===== src/rtl/rv_fetch_pkg.sv =====
// Shared fetch-stage types and constants for the prefetching IF stage.
package rv_fetch_pkg;

    localparam int unsigned DEF_ADDR_WIDTH  = 32;
    localparam int unsigned DEF_INSTR_WIDTH = 32;
    localparam int unsigned PC_STEP         = 4;

    typedef struct packed {
        logic [DEF_INSTR_WIDTH-1:0] instr;
        logic [DEF_ADDR_WIDTH-1:0]  pc;
    } fetch_entry_t;

endpackage


===== src/rtl/sync_fifo.sv =====
// Synchronous FIFO with flush; push to a full / pop from an empty FIFO is ignored.
module sync_fifo #(
    parameter type         T     = logic [7:0],
    parameter int unsigned DEPTH = 4
) (
    input  logic                       clk,
    input  logic                       rst,
    input  logic                       flush,
    input  logic                       push,
    input  T                           pushData,
    input  logic                       pop,
    output T                           popData,
    output logic                       full,
    output logic                       empty,
    output logic [$clog2(DEPTH+1)-1:0] count
);

    localparam int unsigned PtrW = $clog2(DEPTH);
    localparam int unsigned CntW = $clog2(DEPTH + 1);

    T                mem [DEPTH];
    logic [PtrW-1:0] wrPtr;
    logic [PtrW-1:0] rdPtr;
    logic [CntW-1:0] cnt;
    logic            doPush;
    logic            doPop;

    always_comb begin
        full    = (cnt == CntW'(DEPTH));
        empty   = (cnt == '0);
        doPush  = push && !full;
        doPop   = pop && !empty;
        popData = mem[rdPtr];
        count   = cnt;
    end

    always_ff @(posedge clk) begin
        if (rst || flush) begin
            wrPtr <= '0;
            rdPtr <= '0;
            cnt   <= '0;
        end else begin
            if (doPush) wrPtr <= wrPtr + PtrW'(1);
            if (doPop)  rdPtr <= rdPtr + PtrW'(1);
            cnt <= cnt + CntW'(doPush) - CntW'(doPop);
        end
    end

    always_ff @(posedge clk) begin
        if (doPush && !flush) mem[wrPtr] <= pushData;
    end

endmodule


===== src/rtl/if_prefetch_queue.sv =====
// Instruction fetch stage: credit-based prefetch into a queue, in-order responses,
// redirect flushes the queue and discards responses to requests issued before it.
module if_prefetch_queue
    import rv_fetch_pkg::*;
#(
    parameter int unsigned           ADDR_WIDTH  = DEF_ADDR_WIDTH,
    parameter int unsigned           INSTR_WIDTH = DEF_INSTR_WIDTH,
    parameter int unsigned           DEPTH       = 4,
    parameter logic [ADDR_WIDTH-1:0] RESET_PC    = '0
) (
    input  logic                   clk,
    input  logic                   rst,
    input  logic                   redirect_vld,
    input  logic [ADDR_WIDTH-1:0]  redirect_pc,
    output logic                   imem_req,
    output logic [ADDR_WIDTH-1:0]  imem_addr,
    input  logic                   imem_gnt,
    input  logic                   imem_rvalid,
    input  logic [INSTR_WIDTH-1:0] imem_rdata,
    output logic                   id_valid,
    input  logic                   id_ready,
    output logic [INSTR_WIDTH-1:0] id_instr,
    output logic [ADDR_WIDTH-1:0]  id_pc,
    output logic [ADDR_WIDTH-1:0]  id_next_pc
);

    localparam int unsigned CntW = $clog2(DEPTH + 1);
    localparam int unsigned PtrW = $clog2(DEPTH);

    typedef struct packed {
        logic [INSTR_WIDTH-1:0] instr;
        logic [ADDR_WIDTH-1:0]  pc;
    } queueEntryT;

    logic [ADDR_WIDTH-1:0] fetchPc;
    logic [CntW-1:0]       outstanding;
    logic [CntW-1:0]       dropCnt;
    logic [CntW-1:0]       occupancy;

    // PCs of issued requests, consumed by every response (kept or dropped).
    logic [ADDR_WIDTH-1:0] pcFifo [DEPTH];
    logic [PtrW-1:0]       pcWrPtr;
    logic [PtrW-1:0]       pcRdPtr;

    logic       reqFire;
    logic       respKeep;
    logic       popFire;
    logic       qFull;
    logic       qEmpty;
    queueEntryT pushEntry;
    queueEntryT headEntry;

    always_comb begin
        imem_req  = !rst && !redirect_vld && !qFull
                    && (({1'b0, occupancy} + {1'b0, outstanding}) < (CntW + 1)'(DEPTH));
        imem_addr = fetchPc;
        reqFire   = imem_req && imem_gnt;
        respKeep  = imem_rvalid && (dropCnt == '0) && !redirect_vld;
        popFire   = !qEmpty && id_ready && !redirect_vld;
        pushEntry = '{instr: imem_rdata, pc: pcFifo[pcRdPtr]};
    end

    always_ff @(posedge clk) begin
        if (rst) begin
            fetchPc     <= RESET_PC;
            outstanding <= '0;
            dropCnt     <= '0;
            pcWrPtr     <= '0;
            pcRdPtr     <= '0;
        end else begin
            if (redirect_vld) begin
                fetchPc <= redirect_pc & ~ADDR_WIDTH'(3);
            end else if (reqFire) begin
                fetchPc <= fetchPc + ADDR_WIDTH'(PC_STEP);
            end
            outstanding <= outstanding + CntW'(reqFire) - CntW'(imem_rvalid);
            // Everything still in flight after this cycle's response is stale.
            if (redirect_vld) begin
                dropCnt <= outstanding - CntW'(imem_rvalid);
            end else if (imem_rvalid && (dropCnt != '0)) begin
                dropCnt <= dropCnt - CntW'(1);
            end
            if (reqFire)     pcWrPtr <= pcWrPtr + PtrW'(1);
            if (imem_rvalid) pcRdPtr <= pcRdPtr + PtrW'(1);
        end
    end

    always_ff @(posedge clk) begin
        if (reqFire) pcFifo[pcWrPtr] <= fetchPc;
    end

    sync_fifo #(
        .T     (queueEntryT),
        .DEPTH (DEPTH)
    ) entryQueue (
        .clk      (clk),
        .rst      (rst),
        .flush    (redirect_vld),
        .push     (respKeep),
        .pushData (pushEntry),
        .pop      (popFire),
        .popData  (headEntry),
        .full     (qFull),
        .empty    (qEmpty),
        .count    (occupancy)
    );

    always_comb begin
        id_valid   = !qEmpty;
        id_instr   = qEmpty ? '0 : headEntry.instr;
        id_pc      = qEmpty ? '0 : headEntry.pc;
        id_next_pc = qEmpty ? '0 : headEntry.pc + ADDR_WIDTH'(PC_STEP);
    end

endmodule


===== config.mk =====
export PLATFORM = sky130hd
export DESIGN_NAME = if_prefetch_queue
export DESIGN_NICKNAME = d
export VERILOG_FILES = /design/src/rtl/rv_fetch_pkg.sv /design/src/rtl/sync_fifo.sv /design/src/rtl/if_prefetch_queue.sv
export SDC_FILE = /design/constraint.sdc
export NUM_CORES = 1
export LEC_CHECK = 0
export CAP_MARGIN = 20
export CORE_MARGIN = 2
export CORE_UTILIZATION = 30
export CTS_CLUSTER_SIZE = 30
export DETAILED_ROUTE_END_ITERATION = 6
export PLACE_DENSITY = 0.52
export SLEW_MARGIN = 15
export SYNTH_ARGS = -nofsm -noshare
export SYNTH_HDL_FRONTEND = slang
export SYNTH_SLANG_ARGS = --single-unit

===== constraint.sdc =====
create_clock -name clk -period 7.15 [get_ports clk]
set_clock_uncertainty 0.2 [all_clocks]
set_input_delay 1.0725 -clock clk [delete_from_list [all_inputs] [get_ports clk]]
set_output_delay 1.0725 -clock clk [all_outputs]
set_load 0.01 [all_outputs]

# Yosys cells after proc, flatten, opt, wreduce, memory -nomap -nowiden
# Memory sizes are Yosys's and may differ from the RTL's. A register that Yosys moved wholly into a read port is not among the register bits.
# Index checks and enable logic that the tools add are counted.
word_totals:
  wordCells: 64
  regBits: 49
  mem_bits_rw: 384
  inputBits: 70
  mem_count: 2
mem_list:
  columns: ["memory", "words", "width", "read_ports", "rd_clocked_by_memory_dff", "write_ports", "line", "rtl"]
  rows:
  - ["entryQueue.mem", 4, 64, 1, 1, 1, "sync_fifo.sv:21", "T mem [DEPTH];"]
  - ["pcFifo", 4, 32, 1, 1, 1, "if_prefetch_queue.sv:41", "logic [ADDR_WIDTH-1:0] pcFifo [DEPTH];"]
op_classes:
  add_sub_neg: 13
  mux: 15
  eq_ne: 1
  reduce_logical: 23
  magnitude_cmp: 1
ops:
  columns: ["operator", "count"]
  rows:
  - ["32-bit two-way mux", 5]
  - ["32-bit by 3-bit adder with 32-bit output, second input constant", 2]
  - ["1-bit logical AND", 12]
  - ["3-bit by 1-bit subtractor with 3-bit output", 3]
  - ["2-bit by 1-bit adder with 2-bit output, second input constant", 4]
  - ["2-bit two-way mux", 4]
  - ["3-bit by 1-bit adder with 3-bit output", 2]
  - ["3-bit logical NOT", 2]
  - ["3-bit two-way mux", 2]
  - ["3-bit by 3-bit adder with 4-bit output", 1]
  - ["1-bit logical NOT", 4]
  - ["4-bit by 3-bit < comparator with 1-bit output, second input constant", 1]
  - ["1-bit two-way mux", 4]
  - ["2-bit nonzero test", 2]
  - ["3-bit == test, second input constant", 1]
  - ["3-bit nonzero test", 1]
  - ["3-bit by 1-bit subtractor with 3-bit output, second input constant", 1]
  - ["2-bit OR reduction", 1]
  - ["1-bit logical OR", 1]

# Depth between registers and ports, before layout
# Gate-level depths: netlist of run 1.
logic_depth:
  ltp_word: 7
  mapped_depth: 13
  depth_no_buf: 12

# By module
# A second synthesis of run 1 with hierarchy kept.
hier_totals:
  cells_unflattened: 1040
  hier_area_um2: 17715.7
by_module_without_submodules:
  columns: ["mod", "instances", "seq_area_each_um2", "cells_each", "area_each_um2"]
  rows:
  - ["sync_fifo", 1, 7867.5, 384, 9796.9]
  - ["if_prefetch_queue", 1, 4444.3, 656, 7918.8]

# Least setup slack after synthesis of run 1
# OpenSTA, ideal clock, no wires.
synth_timing:
  path_type: "input-to-reg"
  start: "input port redirect_vld"
  end: "memory entryQueue.mem[0][10] (netlist bit), enable pin"
  setup_ns: 0.426
  required_time_ns: 6.524
  setup_slack_ns: 2.997
  cell_stages: 3
  arrival_time_ns: 3.527
  path_buffers: 1
  path_cell_list: "buf_6 > nor4b_1 > and2_1"
synth_via:
  elab_chain_len: 6
synth_rtl:
  columns: ["item", "line", "rtl"]
  rows:
  - ["start, declared", "if_prefetch_queue.sv:13", "input logic redirect_vld,"]
  - ["1-bit logical NOT *", "sync_fifo.sv:50, if_prefetch_queue.sv:58", null]
  - ["1-bit logical AND", "if_prefetch_queue.sv:58", "respKeep = imem_rvalid && (dropCnt == '0) && !redirect_vld;"]
  - ["1-bit logical AND", "sync_fifo.sv:31", "doPush = push && !full;"]
  - ["1-bit logical AND *", "sync_fifo.sv:50", "if (doPush && !flush) mem[wrPtr] <= pushData;"]
  - ["1-bit two-way mux *", "sync_fifo.sv:50", null]
  - ["1-bit two-way mux (not written as such) *", "sync_fifo.sv:50", null]
  - ["end, declared", "sync_fifo.sv:21", null]
# Every way passes the cells marked *; elsewhere a longest branch is shown, timed or not.

==> flow_summary.toml, run 1 <==
[clock_network]
root_buffer = "clkbuf_16"
clock_latency_ns = 0.56
tritoncts = "yes"
clockBufferDepth = 3
path_clk_slew_ns = 0.06
postCtsResizedCells = 0
post-cts-setup-buffers = 0
cts.htree.levels = 2
hold_buffers = 0
clock-sinks = 419
cts_buffers = 46

[setup_path]
r2r_cells = 12
crit_path_cell_trace = "mux4_2, ha_1, and2_0, nand4_1, or4_1, a21oi_1, clkdlybuf4s50_1"
max_stage_delay_ns = 0.88
reg2reg_from = "entryQueue.count[2]"
cp-end-kind = "output port"
slowest_stage = "dfxtp_2"
path_class = "reg -> out"
start_kind = "flip-flop"
cp_num_cells = 7
crit_arrival_ns = 4.55
critical_path_buf_inv_count = 1
cp.required_ns = 5.88
critPathMaxFanout = 31
critPathTopFamily = "simple AND/OR/NAND/NOR gates"

[route]
top_layer_used = "met4"
wl_met3_mm = 2.44
postRouteAntennaNets = 0
vias_per_cell = 4.84
wl_met2_mm = 18.5
vias = 9850
wl_per_cell_um = 20.1
drt_first_pass_iters = 5
m1WireLength_mm = 19.2
drtIter0Drc = 634
wl_mm = 40.9
drc = 0

[global_routing]
grt_pass1_vias = 10153
grt_max_degree = 63
globalRouteTotalUtil = 0.137
antenna_found_initial = 1
overflow = 0
grt_pass1_wl_mm = 62.8

[synth]
yosysTopAreaCell = "edfxtp_1"
syn_inst = 1039
ys_ff_latch = 419
synth_edf_count = 368
synthFlopType = "edfxtp_1"
ys_warn_count = 0
synth_cell_types = 53
synth_seq_area_share = 0.694
yosys.area.top_type_share = 0.635
yosys-top-cells-area = "edfxtp_1 64%, mux4_2 12%, dfxtp_1 5.9%, and2_1 2.5%, ha_1 1.4%"
syn_avg_cell_area_um2 = 16.7
netlist_area_um2 = 17400
async_flop_share = 0

[sta]
hold_viol_final = 0
post-route-period-util = 0.814
fmax_mhz = 172
rsz0062_at_grt = "false"
tightestPinTransition_ns = 1.09
slew_headroom = 0.267
fin_setup_tns_ns = 0
period_needed_ns = 5.82
whs_ns = 0.301
setup_slack_ns = 1.33
slew_viol_final = 0
setup_viol = 0

[pwr]
switching_share = 0.223
p_leak_uw = 0.00678
pwr-share-clk = 0.413
p_int_uw = 4370
p_per_area_nw_per_um2 = 260
combPwrFrac = 0.087
vdd_ir_drop_max_mv = 0.164
switching_power_uw = 1260
fin_total_pwr_uw = 5630
seqPwrFrac = 0.500

[finish]
layout_common_cells = "368 x edfxtp_1, 191 x clkdlybuf4s50_1, 92 x mux4_2"
final_common_cell = "edfxtp_1"
n_antenna_cell = 0
area_growth_pct = 24.3
drive_above_1_share = 0.157
finalNetCount = 1330

[min_path]
hp-start = "pcWrPtr[1]"
hp-class = "reg -> reg"
holdPathStages = 2

[placement]
pre_cts_slack_ns = 1.78
gp_congestion = 0.761
portBuffers = 191
dpl.hpwl_mm = 25.4

[floorplanning]
die_y_um = 245
dieArea_um2 = 59900
rows = 88
die_w_um = 245
fp.coreArea_um2 = 57500
pin_count = 200
start_util = 0.303

[job]
cap_violations = 0

[run_status]
outcome = "completed"
per-layer routing:
metal | track usage | vias to the layer above
li1 | - | 4481
met1 | 0.197 | 4998
met2 | 0.213 | 323
met3 | 0.0242 | 48
met4 | 0.0393 | 0
met5 | 0 | -
through the flow:
step | instance area (um^2) | util | cells
2_1_floorplan | 17400 | - | 1044
3_3_place_gp | 20100 | 0.350 | 1954
3_5_place_dp | 20100 | 0.350 | 1954
4_1_cts | 21600 | 0.376 | 2035
5_1_grt | 21600 | 0.376 | 2036
6_report | 21600 | 0.376 | 2036
synthesized netlist by cell type, drive strengths merged (15+ instances only):
library cell / n
dfxtp: 51
a21oi: 22
xnor2: 19
nor2: 51
nor3: 21
buf: 26
ha: 20
inv: 28
o21ai: 19
edfxtp: 368
nand4: 15
nand3: 22
clkbuf: 32
nand2: 41
and2: 71
mux4: 92
cell families (layout without fill, tap and decap cells):
family / count (synthesis) / in the layout / synth area share
adder cells (fa/ha/maj): 22 / 22 / 0.0167
AO/OA/AOI/OAI: 95 / 95 / 0.0352
buffers and inverters: 88 / 315 / 0.0233
AND/OR/NAND/NOR: 282 / 282 / 0.0901
flip-flops: 419 / 419 / 0.694
multiplexers: 101 / 101 / 0.125
other: 1 / 6 / 0.000216
XOR/XNOR: 31 / 31 / 0.0156
worst min-delay path, cell delays in order (launching register included):
cell and delay [ns]:
dfxtp_1 0.34, nand2_1 0.06, a21oi_1 0.05
power groups by stage:
stage | registers (uW) | clock network (uW) | logic [uW]
finish | 2810 | 2320 | 491
global route | 2820 | 2480 | 543
CTS | 2810 | 2400 | 499
detailed placement | 2860 | 0 | 498
global placement | 2860 | 0 | 492
floorplan | 2840 | 0 | 282
area by class of cell:
type	instances	area, um^2
Fill cell	5383	35800
Sequential cell	419	12100
Multi-Input combinational cell	537	4950
Timing Repair Buffer	204	2030
Clock buffer	56	1250
Tap cell	765	957
Clock inverter	25	231
Inverter	30	125
sequential cells by signal (all words and copies together), names as in the netlist, named ones only:
name,count
dropCnt,3
entryQueue.wrPtr,2
outstanding,3
pcWrPtr,2
imem_addr,30
pcRdPtr,2
entryQueue.rdPtr,2
pcFifo,120
entryQueue.mem,248
entryQueue.count,3
worst paths after layout:
check / endpoint / slack, ns
worst max-delay path: id_next_pc[24] / 1.33
worst min-delay path: pcWrPtr[1] / 0.30
worst max register to register: outstanding[2] / 2.86
worst min register to register: pcWrPtr[1] / 0.30
Note: power is estimated with default switching activity, not from simulation.
==> inputs of run 2 (changes only) <==
- clock period: 7.15 -> 6 ns (I/O delays scaled with it)
==> flow_summary.toml, run 2 (synthesis results as in run 1) <==
[route]
drt_first_pass_iters = 5
drc = 0
wl_mm = 41.5
drtIter0Drc = 611
postRouteAntennaNets = 0
vias = 9871
wl_per_cell_um = 20.3
vias_per_cell = 4.83

[floorplanning]
rows = 88
die_w_um = 245
fp.coreArea_um2 = 57500
dieArea_um2 = 59900
die_y_um = 245
start_util = 0.303
pin_count = 200

[global_routing]
antenna_found_initial = 0
grt_pass1_vias = 10023
grt_pass1_wl_mm = 62.9
globalRouteTotalUtil = 0.138
grt_max_degree = 43
overflow = 0

[pwr]
pwr-share-clk = 0.408
seqPwrFrac = 0.503
p_leak_uw = 0.00682
p_per_area_nw_per_um2 = 307
switching_power_uw = 1470
p_int_uw = 5190
combPwrFrac = 0.089
switching_share = 0.221
vdd_ir_drop_max_mv = 0.203

[finish]
fillers = 5418
area_growth_pct = 24.6
layout_common_cells = "368 x edfxtp_1, 191 x clkdlybuf4s50_1, 92 x mux4_2"
final_common_cell = "edfxtp_1"
fin_util = 0.377
largest_register_ff_count = 248
finalNetCount = 1338
seq_area_um2 = 12100
n_antenna_cell = 0
multi_input_area_um2 = 4950
drive_above_1_share = 0.157
top_register = "entryQueue.mem"

[run_status]
outcome = "completed"

[sta]
fin_setup_tns_ns = 0
period_needed_ns = 5.32
rsz0062_at_grt = "false"
hold_viol_final = 0
setup_slack_ns = 0.675
tightestPinTransition_ns = 1.07
slew_headroom = 0.279
slew_viol_final = 0
setup_viol = 0
post-route-period-util = 0.887
fmax_mhz = 188

[setup_path]
critPathMaxFanout = 24
crit_arrival_ns = 4.22
reg2reg_from = "entryQueue.count[2]"
cp-end-kind = "output port"
path_class = "reg -> out"
start_kind = "flip-flop"
cp.required_ns = 4.90

[clock_network]
cts.htree.levels = 2
path_clk_slew_ns = 0.06
clockBufferDepth = 3
tritoncts = "yes"
hold_buffers = 0
cts_buffers = 45
post-cts-setup-buffers = 0
postCtsResizedCells = 0
root_buffer = "clkbuf_16"
clock_latency_ns = 0.55
clock-sinks = 419

[min_path]
hp-start = "pcWrPtr[1]"
hp-class = "reg -> reg"

[placement]
portBuffers = 191
dpl.hpwl_mm = 27.1
gp_congestion = 0.758
pre_cts_slack_ns = 1.10

[job]
cap_violations = 0
==> run 2: changes by cell type in the layout (fill, tap and decap cells not counted), sizes merged <==
cell / change
clkinvlp: -1
clkbuf: +2
inv: -2
buf: +9
clkinv: -1
==> run 2: worst paths after layout <==
path	depth (start not counted)	endpoint	slack [ns]
worst min-delay path	2	pcWrPtr[1]	0.31
worst min register to register	2	pcWrPtr[1]	0.31
worst max-delay path	7	id_next_pc[24]	0.68
worst max register to register	12	outstanding[2]	1.73
==> run 2: critical path, stage by stage, from the launching register on <==
cell and delay, ns:
dfxtp_2 0.76, mux4_2 0.40, ha_1 0.21, and2_0 0.38, nand4_1 0.50, or4_1 0.64
a21oi_1 0.16, clkdlybuf4s50_1 0.62
==> run 2: layout make-up <==
type	instances	area share
Clock inverter	21	0.00912
Multi-Input combinational cell	537	0.228
Tap cell	765	0.0442
Inverter	30	0.00578
Sequential cell	419	0.558
Timing Repair Buffer	213	0.0976
Clock buffer	58	0.0575
==> run 2: per-layer routing <==
| metal | routed length [um] | track usage |
|---|---|---|
| met5 | 0 | 0 |
| met3 | 2630 | 0.0304 |
| met1 | 19400 | 0.196 |
| met2 | 18500 | 0.213 |
| met4 | 913 | 0.0369 |
==> run 2: power by group through the flow <==
stage               Clock (uW)  Sequential, uW  Combinational, uW
global route              2910            3360                649
floorplan                    0            3390                336
finish                    2720            3350                592
CTS                       2790            3350                604
global placement             0            3410                596
detailed placement           0            3410                602
==> run 2: per-stage QoR <==
| stage | hold WS (ns) | instances | instance area (um^2) | total power [uW] |
|---|---|---|---|---|
| floorplan | 0.269 | 1044 | 17400 | 3720 |
| CTS | 0.305 | 2043 | 21700 | 6750 |
| global route | 0.325 | 2043 | 21700 | 6920 |
| finish | 0.311 | 2043 | 21700 | 6660 |
| detailed placement | 0.300 | 1964 | 20200 | 4010 |
| global placement | 0.288 | 1964 | 20200 | 4000 |
==> inputs of run 3 (changes only) <==
- HOLD_SLACK_MARGIN: not set -> 0.05
==> results of run 3 <==
No change in the layout: final DEF, timing and power equal those of run 2.
